<file path="config.mk">
export PLATFORM = sky130hd
export DESIGN_NAME = pio_write_arbiter
export DESIGN_NICKNAME = d
export VERILOG_FILES = /design/src/rtl/pio_write_arbiter.sv
export SDC_FILE = /design/constraint.sdc
export NUM_CORES = 1
export LEC_CHECK = 0
export CAP_MARGIN = 10
export CORE_MARGIN = 10
export CORE_UTILIZATION = 48
export DETAILED_ROUTE_END_ITERATION = 7
export MAX_ROUTING_LAYER = met4
export PLACE_DENSITY = 0.85
export RECOVER_POWER = 25
export SETUP_SLACK_MARGIN = 0.3
export SYNTH_ARGS = -nofsm -noshare
export SYNTH_HDL_FRONTEND = slang
export SYNTH_SLANG_ARGS = --single-unit
export TNS_END_PERCENT = 100
</file>
<file path="constraint.sdc">
create_clock -name clk -period 2.6 [get_ports clk]
set_input_delay 0.78 -clock clk [delete_from_list [all_inputs] [get_ports clk]]
set_output_delay 0.78 -clock clk [all_outputs]
set_load 0.05 [all_outputs]
</file>
<file path="src/rtl/pio_write_arbiter.sv">
// Two-requester round-robin arbiter issuing write/set/clear/toggle operations
// to an Avalon-MM PIO slave, keeping a shadow copy of the PIO output register.
//
// state | meaning
// IDLE  | waiting for a request; grant, op and data latched on exit
// WR    | single-cycle Avalon write strobe; shadow updated on exit
// ACK   | one-cycle ack to the granted requester
module pio_write_arbiter #(
  parameter int                DATA_W    = 4,
  parameter logic [DATA_W-1:0] RESET_VAL = '0
) (
  input  logic              clk,
  input  logic              reset,
  input  logic              req_a,
  input  logic              req_b,
  input  logic [1:0]        op_a,
  input  logic [1:0]        op_b,
  input  logic [DATA_W-1:0] data_a,
  input  logic [DATA_W-1:0] data_b,
  output logic              ack_a,
  output logic              ack_b,
  output logic [2:0]        address,
  output logic              chipselect,
  output logic              write_n,
  output logic [31:0]       writedata,
  output logic [DATA_W-1:0] shadow,
  output logic              busy
);

  typedef enum logic [1:0] {IDLE, WR, ACK} state_t;

  localparam logic [1:0] OP_WRITE = 2'b00;
  localparam logic [1:0] OP_SET   = 2'b01;
  localparam logic [1:0] OP_CLEAR = 2'b10;
  localparam logic [1:0] OP_TOG   = 2'b11;

  state_t            state;
  logic              prio_b;
  logic              gnt_b;
  logic [1:0]        op_q;
  logic [DATA_W-1:0] data_q;

  logic              pick_b;
  logic [1:0]        sel_op;
  logic [DATA_W-1:0] sel_data;
  logic [2:0]        sel_addr;
  logic [31:0]       sel_wd;
  logic [DATA_W-1:0] shadow_nxt;

  // prio_b set means A was granted last, so B wins a tie
  assign pick_b   = req_b & (~req_a | prio_b);
  assign sel_op   = pick_b ? op_b : op_a;
  assign sel_data = pick_b ? data_b : data_a;

  always_comb begin
    sel_addr = 3'd0;
    sel_wd   = '0;
    case (sel_op)
      OP_WRITE: begin sel_addr = 3'd0; sel_wd[DATA_W-1:0] = sel_data;          end
      OP_SET:   begin sel_addr = 3'd4; sel_wd[DATA_W-1:0] = sel_data;          end
      OP_CLEAR: begin sel_addr = 3'd5; sel_wd[DATA_W-1:0] = sel_data;          end
      default:  begin sel_addr = 3'd0; sel_wd[DATA_W-1:0] = shadow ^ sel_data; end
    endcase
  end

  always_comb begin
    shadow_nxt = shadow;
    case (op_q)
      OP_WRITE: shadow_nxt = data_q;
      OP_SET:   shadow_nxt = shadow | data_q;
      OP_CLEAR: shadow_nxt = shadow & ~data_q;
      OP_TOG:   shadow_nxt = shadow ^ data_q;
      default:  shadow_nxt = shadow;
    endcase
  end

  assign busy = (state != IDLE);

  always_ff @(posedge clk or posedge reset) begin
    if (reset) begin
      state      <= IDLE;
      prio_b     <= 1'b0;
      gnt_b      <= 1'b0;
      op_q       <= OP_WRITE;
      data_q     <= '0;
      ack_a      <= 1'b0;
      ack_b      <= 1'b0;
      address    <= 3'd0;
      chipselect <= 1'b0;
      write_n    <= 1'b1;
      writedata  <= '0;
      shadow     <= RESET_VAL;
    end else begin
      case (state)
        IDLE: begin
          if (req_a || req_b) begin
            gnt_b      <= pick_b;
            prio_b     <= ~pick_b;
            op_q       <= sel_op;
            data_q     <= sel_data;
            address    <= sel_addr;
            writedata  <= sel_wd;
            chipselect <= 1'b1;
            write_n    <= 1'b0;
            state      <= WR;
          end
        end
        WR: begin
          chipselect <= 1'b0;
          write_n    <= 1'b1;
          address    <= 3'd0;
          writedata  <= '0;
          shadow     <= shadow_nxt;
          ack_a      <= ~gnt_b;
          ack_b      <= gnt_b;
          state      <= ACK;
        end
        ACK: begin
          ack_a <= 1'b0;
          ack_b <= 1'b0;
          state <= IDLE;
        end
        default: state <= IDLE;
      endcase
    end
  end

endmodule

</file>
==> flow_summary_export.csv <==
group,metric,value,unit
status,status,"finished clean",
min_path,worstHoldPathType,"flip-flop to flip-flop",
floorplanning,start_util,0.495,
final_layout,final_nets,236,
place,routabilityCongestion,0.790,
clock_network,cts_buffer_depth,2,
critical_path,worstPathCellList,"clkdlybuf4s50_1, nand2b_4, nand2_2, mux2_2, buf_4, ha_1, o31ai_2",
place,dpl.hpwl,2860,µm
synthesis,synth_area_leaders,"dfrtp_1, buf_4, ha_1, mux4_2, nand2_1",
power,p_seq_frac,0.294,
detailed_routing,wl,3500,µm
critical_path,rr_worst_depth,6,
final_layout,final_util,0.597,
critical_path,worstPathRequired,2.84,ns
synthesis,synth-warning-count,0,
critical_path,cp_slowest_stage_delay,0.52,ns
critical_path,end_kind,"flip-flop",
synthesis,syn_avg_cell_area,9.77,µm²
grt,grt_pass1_vias,1249,
place,dp.cells,247,
clock_network,insertion_delay,0.32,ns
grt,grt.overflow.total,0,
detailed_routing,drc,0,
final_layout,final_common_cell,"conb_1",
synthesis,synth_top_area_share,0.348,
final_layout,drive_above_1_share,0.151,
final_layout,antenna-diode-count,0,
critical_path,critPathSlowestCell,"clkdlybuf4s50_1",
clock_network,postCtsSetupBuffers,0,
floorplanning,rows,21,
grt,antenna_found_initial,0,
clock_network,clkTransAtPathRegs,0.14,ns
power,leakagePower,1.05,nW
grt,grt_pass1_wl,5900,µm
clock_network,htreeDepth,1,
critical_path,arrival,2.51,ns
critical_path,worst_setup_path_start_kind,"primary input",
min_path,worstHoldPathCells,2,
synthesis,synth_edf_count,0,
detailed_routing,num_vias,1169,
sta,fmax,440,MHz
flow_run,cap_violations,0,
detailed_routing,drt_iter0_markers,61,
detailed_routing,post_drt_via_cell_ratio,4.66,
floorplanning,die_w,78.7,µm
grt,grt_util_all_layers,0.117,
critical_path,path_class,"primary input to flip-flop",
detailed_routing,firstDrtPassIters,4,
clock_network,clock_sinks,24,
sta,finalHoldViolCount,0,
synthesis,netlist.top_cell.by_area,"dfrtp_1",
clock_network,cts_tree,"yes",
synthesis,syn_inst,169,
power,clockPowerShare,0.086,
final_layout,area_growth,20.5,%
sta,slew_headroom,0.158,
clock_network,cts_root_buffer,"clkbuf_4",
floorplanning,fp.coreArea,3340,µm²
sta,final_max_slew_viol_count,0,
power,p_comb_frac,0.620,
floorplanning,die_area,6190,µm²
final_layout,fin_cells,251,
synthesis,syn-cell-area,1650,µm²
sta,setup_violations,0,
synthesis,ys_types,30,
clock_network,cts_buffers,3,
sta,tightest_slew,1.26,ns
synthesis,ys_ff_latch,24,
synthesis,async_flop_share,1.00,
final_layout,final_cell_mix,"conb_1, dfrtp_1, nand2_1",
critical_path,crit_path_max_fanout,4,
detailed_routing,routedWlPerCell,13.9,µm
sta,min_period,2.27,ns
power,power.total,2.32,mW
power,ir_worst_vdd,670,µV
sta,rsz0062_at_grt,"yes",
power,switching_share,0.503,
sta,min_period_over_period,0.875,
floorplanning,die_h,78.7,µm
synthesis,synth_top_flop_cell,"dfrtp_1",
synthesis,ys_seq_area_frac,0.364,
sta,clock_skew,0.00688,ns
detailed_routing,antenna_left,0,
clock_network,cts_hold_buf,0,
grt,grt_max_degree,25,
power,power.net_switching,1.17,mW
power,powerDensity,1170,nW/µm²
place,portBuffers,30,
floorplanning,ioPinCount,60,
clock_network,cts_resized,10,
power,p_int,1.15,mW
cells in the mapped netlist, types with 2 or more instances:
cell type / number
and3_4: 4
nor3_1: 4
mux4_2: 4
buf_4: 29
a21oi_1: 5
clkbuf_1: 2
nand3_1: 4
ha_1: 14
nand2_1: 21
o211ai_1: 4
o21ai_2: 2
inv_1: 19
buf_2: 2
a21boi_0: 4
dfrtp_1: 23
or4b_1: 4
o21ai_0: 9
mux2_2: 3
cell families after synthesis:
group           after synthesis  share of synthesized area
buf+inv                      52                      0.186
simple gates                 41                      0.146
compound gates               28                      0.108
flops                        24                      0.364
fa+ha+maj                    14                      0.106
mux                           9                     0.0879
other cells                   1                    0.00227
power by group through the flow:
stage | combinational, mW | clock (mW) | sequential, mW
after global placement | 1.42 | 0 | 0.693
after global routing | 1.57 | 0.214 | 0.713
after floorplan | 0.803 | 0 | 0.977
final | 1.44 | 0.200 | 0.683
after detailed placement | 1.47 | 0 | 0.699
after CTS | 1.45 | 0.200 | 0.688
worst paths after layout:
path | end | slack (ns) | start
max | address[2] | 0.33 | req_a
min | write_n | 0.47 | write_n
max reg2reg | writedata[1] | 0.79 | state[0]
min reg2reg | write_n | 0.47 | write_n
max in group asynchronous | writedata[0] | 0.57 | reset
min in group asynchronous | state[0] | 1.29 | reset
sequential cells by signal (all words and copies together), names as in the netlist, 2 cells and up:
signal     count
state          2
writedata      4
shadow         4
address        2
data_q         4
op_q           2
through the flow:
| stage | hold WS, ns | worst slack, ns | area [µm²] | setup TNS (ns) |
|---|---|---|---|---|
| final | 0.475 | 0.326 | 1990 | 0 |
| after global routing | 0.517 | 0.253 | 1990 | 0 |
| after CTS | 0.475 | 0.284 | 1960 | 0 |
| after detailed placement | 0.457 | -0.0592 | 1930 | -0.204 |
| after global placement | 0.453 | 0.00773 | 1930 | 0 |
| after floorplan | 0.472 | 0.438 | 1760 | 0 |
cell type report:
| type | count | area, µm² |
|---|---|---|
| fillers | 287 | 1350 |
| clock buffers | 4 | 36.3 |
| well taps | 46 | 57.6 |
| multi-input cells | 121 | 868 |
| inverters | 19 | 71.3 |
| flip-flops and latches | 24 | 602 |
| repair buffers | 37 | 355 |
worst max-delay path: cells and delay by family:
| kind | cells | cell delay, ns |
|---|---|---|
| AOI/OAI and AO/OA | 1 | 0.24 |
| and+or+nand+nor | 2 | 0.17 |
| muxes | 1 | 0.38 |
| buffers and inverters | 2 | 0.67 |
| adders and majority gates | 1 | 0.28 |
per-layer routing:
layer / vias to the layer above / track usage / share of wire / routed length, µm
met1: 540 / 0.131 / 0.43 / 1490
met5: - / - / 0 / 0
met4: 0 / 0.0466 / 0.013 / 44
met3: 4 / 0.0296 / 0.066 / 232
li1: 580 / - / - / -
met2: 45 / 0.196 / 0.50 / 1730
Note: power is estimated with default switching activity, not from simulation.
